### config.mk
export PLATFORM = sky130hd
export DESIGN_NAME = mat4_mul_seq
export DESIGN_NICKNAME = d
export VERILOG_FILES = /design/src/rtl/fxp_mat_pkg.sv /design/src/rtl/fxp_mac.sv /design/src/rtl/mat4_mul_seq.sv
export SDC_FILE = /design/constraint.sdc
export NUM_CORES = 2
export LEC_CHECK = 0
export BUFFER_PORTS_ARGS = -buffer_cell sky130_fd_sc_hd__buf_2
export CAP_MARGIN = 20
export CORE_MARGIN = 3
export CORE_UTILIZATION = 40
export CTS_BUF_LIST = sky130_fd_sc_hd__clkbuf_8
export CTS_CLUSTER_DIAMETER = 150
export DETAILED_ROUTE_END_ITERATION = 10
export PLACE_DENSITY = 0.64
export REMOVE_ABC_BUFFERS = 1
export SKIP_LAST_GASP = 1
export SYNTH_ARGS = -nofsm -noshare
export SYNTH_HDL_FRONTEND = slang
export SYNTH_SLANG_ARGS = --single-unit
### constraint.sdc
create_clock -name Clk -period 48.2 [get_ports Clk]
set_input_delay 9.64 -clock Clk [delete_from_list [all_inputs] [get_ports Clk]]
set_output_delay 9.64 -clock Clk [all_outputs]
set_load 0.05 [all_outputs]
### src/rtl/fxp_mat_pkg.sv
// Shared types and constants for the sequential 4x4 fixed-point matrix multiplier.
// MAT4_MUL_SEQ_PIPE_MULT_EN adds a multiplier pipeline stage (one drain cycle per element).
package fxp_mat_pkg;

  localparam int N_ELEM = 16;
  localparam int N_DIM  = 4;
  localparam int WI_DEF = 8;
  localparam int WF_DEF = 8;

  typedef logic [N_ELEM-1:0][WI_DEF+WF_DEF-1:0] mat4_t;

  typedef enum logic [1:0] {IDLE, MAC, WRITE, DONE} mat_seq_state_t;

  // Last k value spent in MAC; the piped build needs one extra cycle to drain the product.
`ifdef MAT4_MUL_SEQ_PIPE_MULT_EN
  localparam int K_LAST = N_DIM;
`else
  localparam int K_LAST = N_DIM - 1;
`endif

endpackage

### src/rtl/fxp_mac.sv
// Signed multiply-accumulate with round-half-up and saturating output stage.
// MAT4_MUL_SEQ_PIPE_MULT_EN registers the product before it reaches the accumulator.
module fxp_mac #(
  parameter int WI = 8,
  parameter int WF = 8
) (
  input  logic                    Clk,
  input  logic                    Reset,
  input  logic                    clr,
  input  logic                    mul_en,
  input  logic signed [WI+WF-1:0] a,
  input  logic signed [WI+WF-1:0] b,
  output logic        [WI+WF-1:0] out,
  output logic                    sat
);

  localparam int W  = WI + WF;
  localparam int PW = 2 * W;
  localparam int AW = PW + 2;

  localparam logic signed [AW:0] HALF = {{(AW-WF+1){1'b0}}, 1'b1, {(WF-1){1'b0}}};
  localparam logic signed [AW:0] MAXV = {{(AW-W+2){1'b0}}, {(W-1){1'b1}}};
  localparam logic signed [AW:0] MINV = {{(AW-W+2){1'b1}}, {(W-1){1'b0}}};

  logic signed [PW-1:0] prod;
  logic signed [PW-1:0] add_term;
  logic                 add_en;
  logic signed [AW-1:0] acc;
  logic signed [AW:0]   rnd_sum;
  logic signed [AW:0]   rnd_shift;
  logic                 sat_hi;
  logic                 sat_lo;

  assign prod = a * b;

`ifdef MAT4_MUL_SEQ_PIPE_MULT_EN
  logic signed [PW-1:0] prod_q;
  logic                 prod_vld;

  always_ff @(posedge Clk or posedge Reset) begin
    if (Reset) begin
      prod_q   <= '0;
      prod_vld <= 1'b0;
    end else begin
      prod_vld <= mul_en;
      if (mul_en) prod_q <= prod;
    end
  end

  assign add_term = prod_q;
  assign add_en   = prod_vld;
`else
  assign add_term = prod;
  assign add_en   = mul_en;
`endif

  // clr wins so a new element never inherits a late product
  always_ff @(posedge Clk or posedge Reset) begin
    if (Reset)       acc <= '0;
    else if (clr)    acc <= '0;
    else if (add_en) acc <= acc + {{2{add_term[PW-1]}}, add_term};
  end

  assign rnd_sum   = {acc[AW-1], acc} + HALF;
  assign rnd_shift = rnd_sum >>> WF;
  assign sat_hi    = rnd_shift > MAXV;
  assign sat_lo    = rnd_shift < MINV;
  assign sat       = sat_hi | sat_lo;

  always_comb begin
    out = rnd_shift[W-1:0];
    if (sat_hi)      out = MAXV[W-1:0];
    else if (sat_lo) out = MINV[W-1:0];
  end

endmodule

### src/rtl/mat4_mul_seq.sv
// 4x4 fixed-point matrix product R = A x B through one shared MAC unit.
// MAT4_MUL_SEQ_PIPE_MULT_EN selects the pipelined multiplier (6 cycles per element).
//
//   state | meaning
//   IDLE  | waiting for start
//   MAC   | accumulating A[r][k]*B[k][c] (plus drain cycle when piped)
//   WRITE | round/saturate accumulator into result[i]
//   DONE  | one-cycle done pulse, result_valid set
module mat4_mul_seq
  import fxp_mat_pkg::*;
#(
  parameter int WI = 8,
  parameter int WF = 8
) (
  input  logic                   Clk,
  input  logic                   Reset,
  input  logic                   start,
  input  logic [15:0][WI+WF-1:0] mat_a,
  input  logic [15:0][WI+WF-1:0] mat_b,
  output logic                   busy,
  output logic                   done,
  output logic                   result_valid,
  output logic [15:0][WI+WF-1:0] result,
  output logic                   overflow
);

  localparam int W = WI + WF;

  mat_seq_state_t state, state_nx;

  logic [15:0][W-1:0] a_q, b_q;
  logic [3:0]         idx;
  logic [2:0]         k;
  logic               start_ok;
  logic               mul_en;
  logic               acc_clr;
  logic [W-1:0]       a_sel, b_sel;
  logic [W-1:0]       mac_out;
  logic               mac_sat;

  assign start_ok = start && (state == IDLE || state == DONE);

  always_ff @(posedge Clk or posedge Reset) begin
    if (Reset) state <= IDLE;
    else       state <= state_nx;
  end

  always_comb begin
    state_nx = state;
    case (state)
      IDLE:    if (start) state_nx = MAC;
      MAC:     if (k == 3'(K_LAST)) state_nx = WRITE;
      WRITE:   state_nx = (idx == 4'd15) ? DONE : MAC;
      DONE:    state_nx = start ? MAC : IDLE;
      default: state_nx = IDLE;
    endcase
  end

  always_comb begin
    busy    = (state == MAC) || (state == WRITE);
    done    = (state == DONE);
    mul_en  = (state == MAC) && (k < 3'(N_DIM));
    acc_clr = start_ok || (state == WRITE);
  end

  always_ff @(posedge Clk or posedge Reset) begin
    if (Reset) begin
      a_q          <= '0;
      b_q          <= '0;
      idx          <= '0;
      k            <= '0;
      result       <= '0;
      result_valid <= 1'b0;
      overflow     <= 1'b0;
    end else if (start_ok) begin
      a_q          <= mat_a;
      b_q          <= mat_b;
      idx          <= '0;
      k            <= '0;
      result_valid <= 1'b0;
      overflow     <= 1'b0;
    end else if (state == MAC) begin
      k <= k + 3'd1;
    end else if (state == WRITE) begin
      result[idx] <= mac_out;
      if (mac_sat) overflow <= 1'b1;
      if (idx == 4'd15) result_valid <= 1'b1;
      idx <= idx + 4'd1;
      k   <= '0;
    end
  end

  // r = idx[3:2], c = idx[1:0]; k only reaches 4 on the drain cycle where mul_en is low
  assign a_sel = a_q[{idx[3:2], k[1:0]}];
  assign b_sel = b_q[{k[1:0], idx[1:0]}];

  fxp_mac #(.WI(WI), .WF(WF)) u_mac (
    .Clk    (Clk),
    .Reset  (Reset),
    .clr    (acc_clr),
    .mul_en (mul_en),
    .a      (a_sel),
    .b      (b_sel),
    .out    (mac_out),
    .sat    (mac_sat)
  );

endmodule

==> flow_metrics.py <==
metrics = {
    "die": {
        "fp.dieH_um": 345.9,
        "dieArea_um2": 119700,
        "initial_utilization_pct": 40.37,
        "coreArea_um2": 114500,
        "io_pins": 775,
        "rows": 124,
        "die_w_um": 345.9,
    },
    "sta": {
        "setup_tns_ns": 0,
        "relSlewSlack_pct": 18.65,
        "tightest_slew_ns": 1.220,
        "fmax_mhz": 76.74,
        "fin_crit_ns": 13.03,
        "setup_viol": 0,
        "rsz0062_at_grt": "false",
        "period_share_pct": 27.04,
        "hold_violations": 0,
        "fin_worst_skew_ns": 0.04416,
        "maxSlewViolCount": 0,
    },
    "grt": {
        "grt_pass1_vias": 37010,
        "antenna_found_initial": 13,
        "grt.total_usage_pct": 21.90,
        "grt_max_degree": 231,
        "grt_pass1_wl_um": 206800,
        "grt-ovfl-total": 0,
    },
    "cts": {
        "clock_path_buffers": 3,
        "clkTransAtPathRegs_ns": 0.05,
        "htree_levels": 4,
        "cts_buffers": 141,
        "clock-sinks": 813,
        "cts_repair_resize_count": 0,
        "cts_root_buf": "clkbuf_8",
        "post_cts_buffers": 0,
        "postCtsHoldBufs": 0,
        "clock_latency_ns": 0.83,
        "cts_tree": "built",
    },
    "synthesis": {
        "ys_seq_elements": 813,
        "synth.area.top_cells": "dfrtp_1 44%, nand2_1 16%, fa_1 11%",
        "syn_area_per_cell_um2": 9.280,
        "ys_types": 65,
        "synth_compound_area_share_pct": 6.096,
        "yosys.area_share.simple_pct": 20.43,
        "yosysWarnings": 0,
        "synth_common_cells": "1979 x nand2_1, 813 x dfrtp_1, 368 x inv_1, 263 x fa_1, 259 x o21ai_0",
        "muxShareOfSynthArea_pct": 7.815,
        "synth_edf_count": 0,
        "postSynthCellCount": 4981,
        "ys_seq_area_share_pct": 44.01,
        "yosysTopAreaCellShare_pct": 44.01,
        "synthArstFlopShare_pct": 100.0,
        "yosysTopAreaCell": "dfrtp_1",
        "synth_ff_type": "dfrtp_1",
        "synth_xor_area_share_pct": 1.440,
        "synth_top_family_by_area": "simple AND/OR/NAND/NOR gates",
        "syn_area_um2": 46220,
        "synth_fa_ha_area_share_pct": 14.86,
        "synth.most_common_cell": "nand2_1",
    },
    "routing": {
        "routedWlPerCell_um": 18.06,
        "vias": 36110,
        "viasPerCell": 4.943,
        "ant_nets": 0,
        "first_iter_violations": 2153,
        "drc_errors": 0,
        "detail_route.first_pass.iterations": 5,
        "finalWirelength_um": 131900,
    },
    "setup_path": {
        "crit_family": "buffers and inverters",
        "cp_max_fo": 119,
        "crit_type": "primary input to asynchronous set/reset pin",
        "start_kind": "primary input",
        "cp.arrival_ns": 13.83,
        "r2r_start": "k[0]",
        "critical-path-slowest-cell": "buf_4",
        "slowest_delay_ns": 0.84,
        "critPathMostFrequentCell": "buf_4",
        "worstSetupStartpoint": "Reset",
        "required_ns": 49.00,
        "path_buf_inv": 6,
        "reg2reg_slack_ns": 36.14,
        "path_cells": "buf_2 > inv_8 > buf_4 > buf_4 > buf_4 > buf_4",
        "cp-end-kind": "asynchronous set/reset pin",
    },
    "layout": {
        "fill_cells": 10960,
        "multi_input_area_um2": 23440,
        "areaGrowthSynthToFinish_pct": 17.79,
        "register_area_um2": 20360,
        "drive_above_1_share_pct": 21.03,
        "nNetsFinal": 6586,
    },
    "hold_path": {
        "worstHoldStart": "a_q[240]",
        "hold_class": "flop to flop",
    },
    "place": {
        "place_congestion": 0.8890,
        "dp_hpwl_um": 96360,
        "portBuffers": 774,
    },
    "run_status": {
        "status": "complete, no violations",
    },
    "run": {
        "maxCapViolCount": 0,
    },
}
-- path summary, 6_finish.rpt --
path                            depth (start not counted)            end
worst min register to register                          2       a_q[240]
worst min-delay path                                    2       a_q[240]
worst max register to register                         34  u_mac.acc[33]
min in group asynchronous                               2    result[116]
max in group Clk                                        8       a_q[111]
worst max-delay path                                    6        a_q[92]
-- through the flow --
step / cells / hold WS [ns] / worst slack (ns) / utilization (%) / cell area (µm²)
final: 7306 / 0.4647 / 35.17 / 47.55 / 54450
after global routing: 7306 / 0.4817 / 34.66 / 47.55 / 54450
after CTS: 7288 / 0.4708 / 35.10 / 47.40 / 54280
after detailed placement: 7044 / 0.4568 / 34.18 / 44.86 / 51360
after global placement: 7043 / 0.4516 / 34.20 / 44.85 / 51350
after floorplan: 4713 / 0.4403 / 15.73 / - / 45130
-- worst reg2reg max path: cells and delay by family (launching register included) --
kind | cells | cell delay, ns
buffers and inverters | 6 | 1.59
DFF | 1 | 0.74
xor gates and xnor gates | 1 | 0.13
and+or+nand+nor | 6 | 1.44
adders and majority gates | 8 | 3.77
AOI/OAI and AO/OA | 11 | 3.34
muxes | 2 | 0.97
-- per-layer routing --
| layer | up-vias | routed length (µm) | share of wire [%] | track usage (%) |
|---|---|---|---|---|
| li1 | 17210 | - | - | - |
| met1 | 17570 | 55870 | 42 | 28.35 |
| met2 | 1120 | 65030 | 49 | 37.28 |
| met3 | 209 | 7481 | 5.7 | 4.139 |
| met4 | 0 | 3553 | 2.7 | 6.986 |
| met5 | - | 0 | 0 | 0 |
-- kinds of logic (layout without fill, tap and decap cells) --
kind of cell	after synthesis	count (layout)
and+or+nand+nor	2382	2382
DFF	813	813
buffers and inverters	636	1436
AOI/OAI and AO/OA	502	502
adders and majority gates	391	391
muxes	181	181
xor gates and xnor gates	76	76
other	0	13
-- cell usage in the layout, fill, tap and decap left out, types with 39 or more instances in the layout --
| master | instances |
|---|---|
| xnor2_1 | 46 |
| dfrtp_1 | 807 |
| fa_1 | 263 |
| clkbuf_8 | 166 |
| nand2_1 | 1979 |
| ha_1 | 128 |
| nor2_1 | 226 |
| buf_2 | 774 |
| mux4_2 | 142 |
| buf_4 | 39 |
| inv_1 | 416 |
| a21oi_1 | 118 |
| o21ai_0 | 252 |
-- flip-flops by register name (all words and copies together) (netlist names) --
name / cells
b_q: 256
result: 256
overflow: 1
k: 3
idx: 4
state: 2
result_valid: 1
a_q: 256
u_mac.acc: 34
-- layout make-up --
| class | count | area share, % |
|---|---|---|
| clock buffers | 166 | 4.196 |
| clock inverters | 78 | 1.163 |
| inverters | 368 | 2.551 |
| repair buffers | 824 | 8.110 |
| multi-input cells | 3532 | 43.05 |
| diodes | 13 | 0.05975 |
| well taps | 1512 | 3.475 |
| flip-flops and latches | 813 | 37.40 |
Power is not shown: default switching activity piles up to over one toggle a cycle in this logic, so the estimate is an artifact.
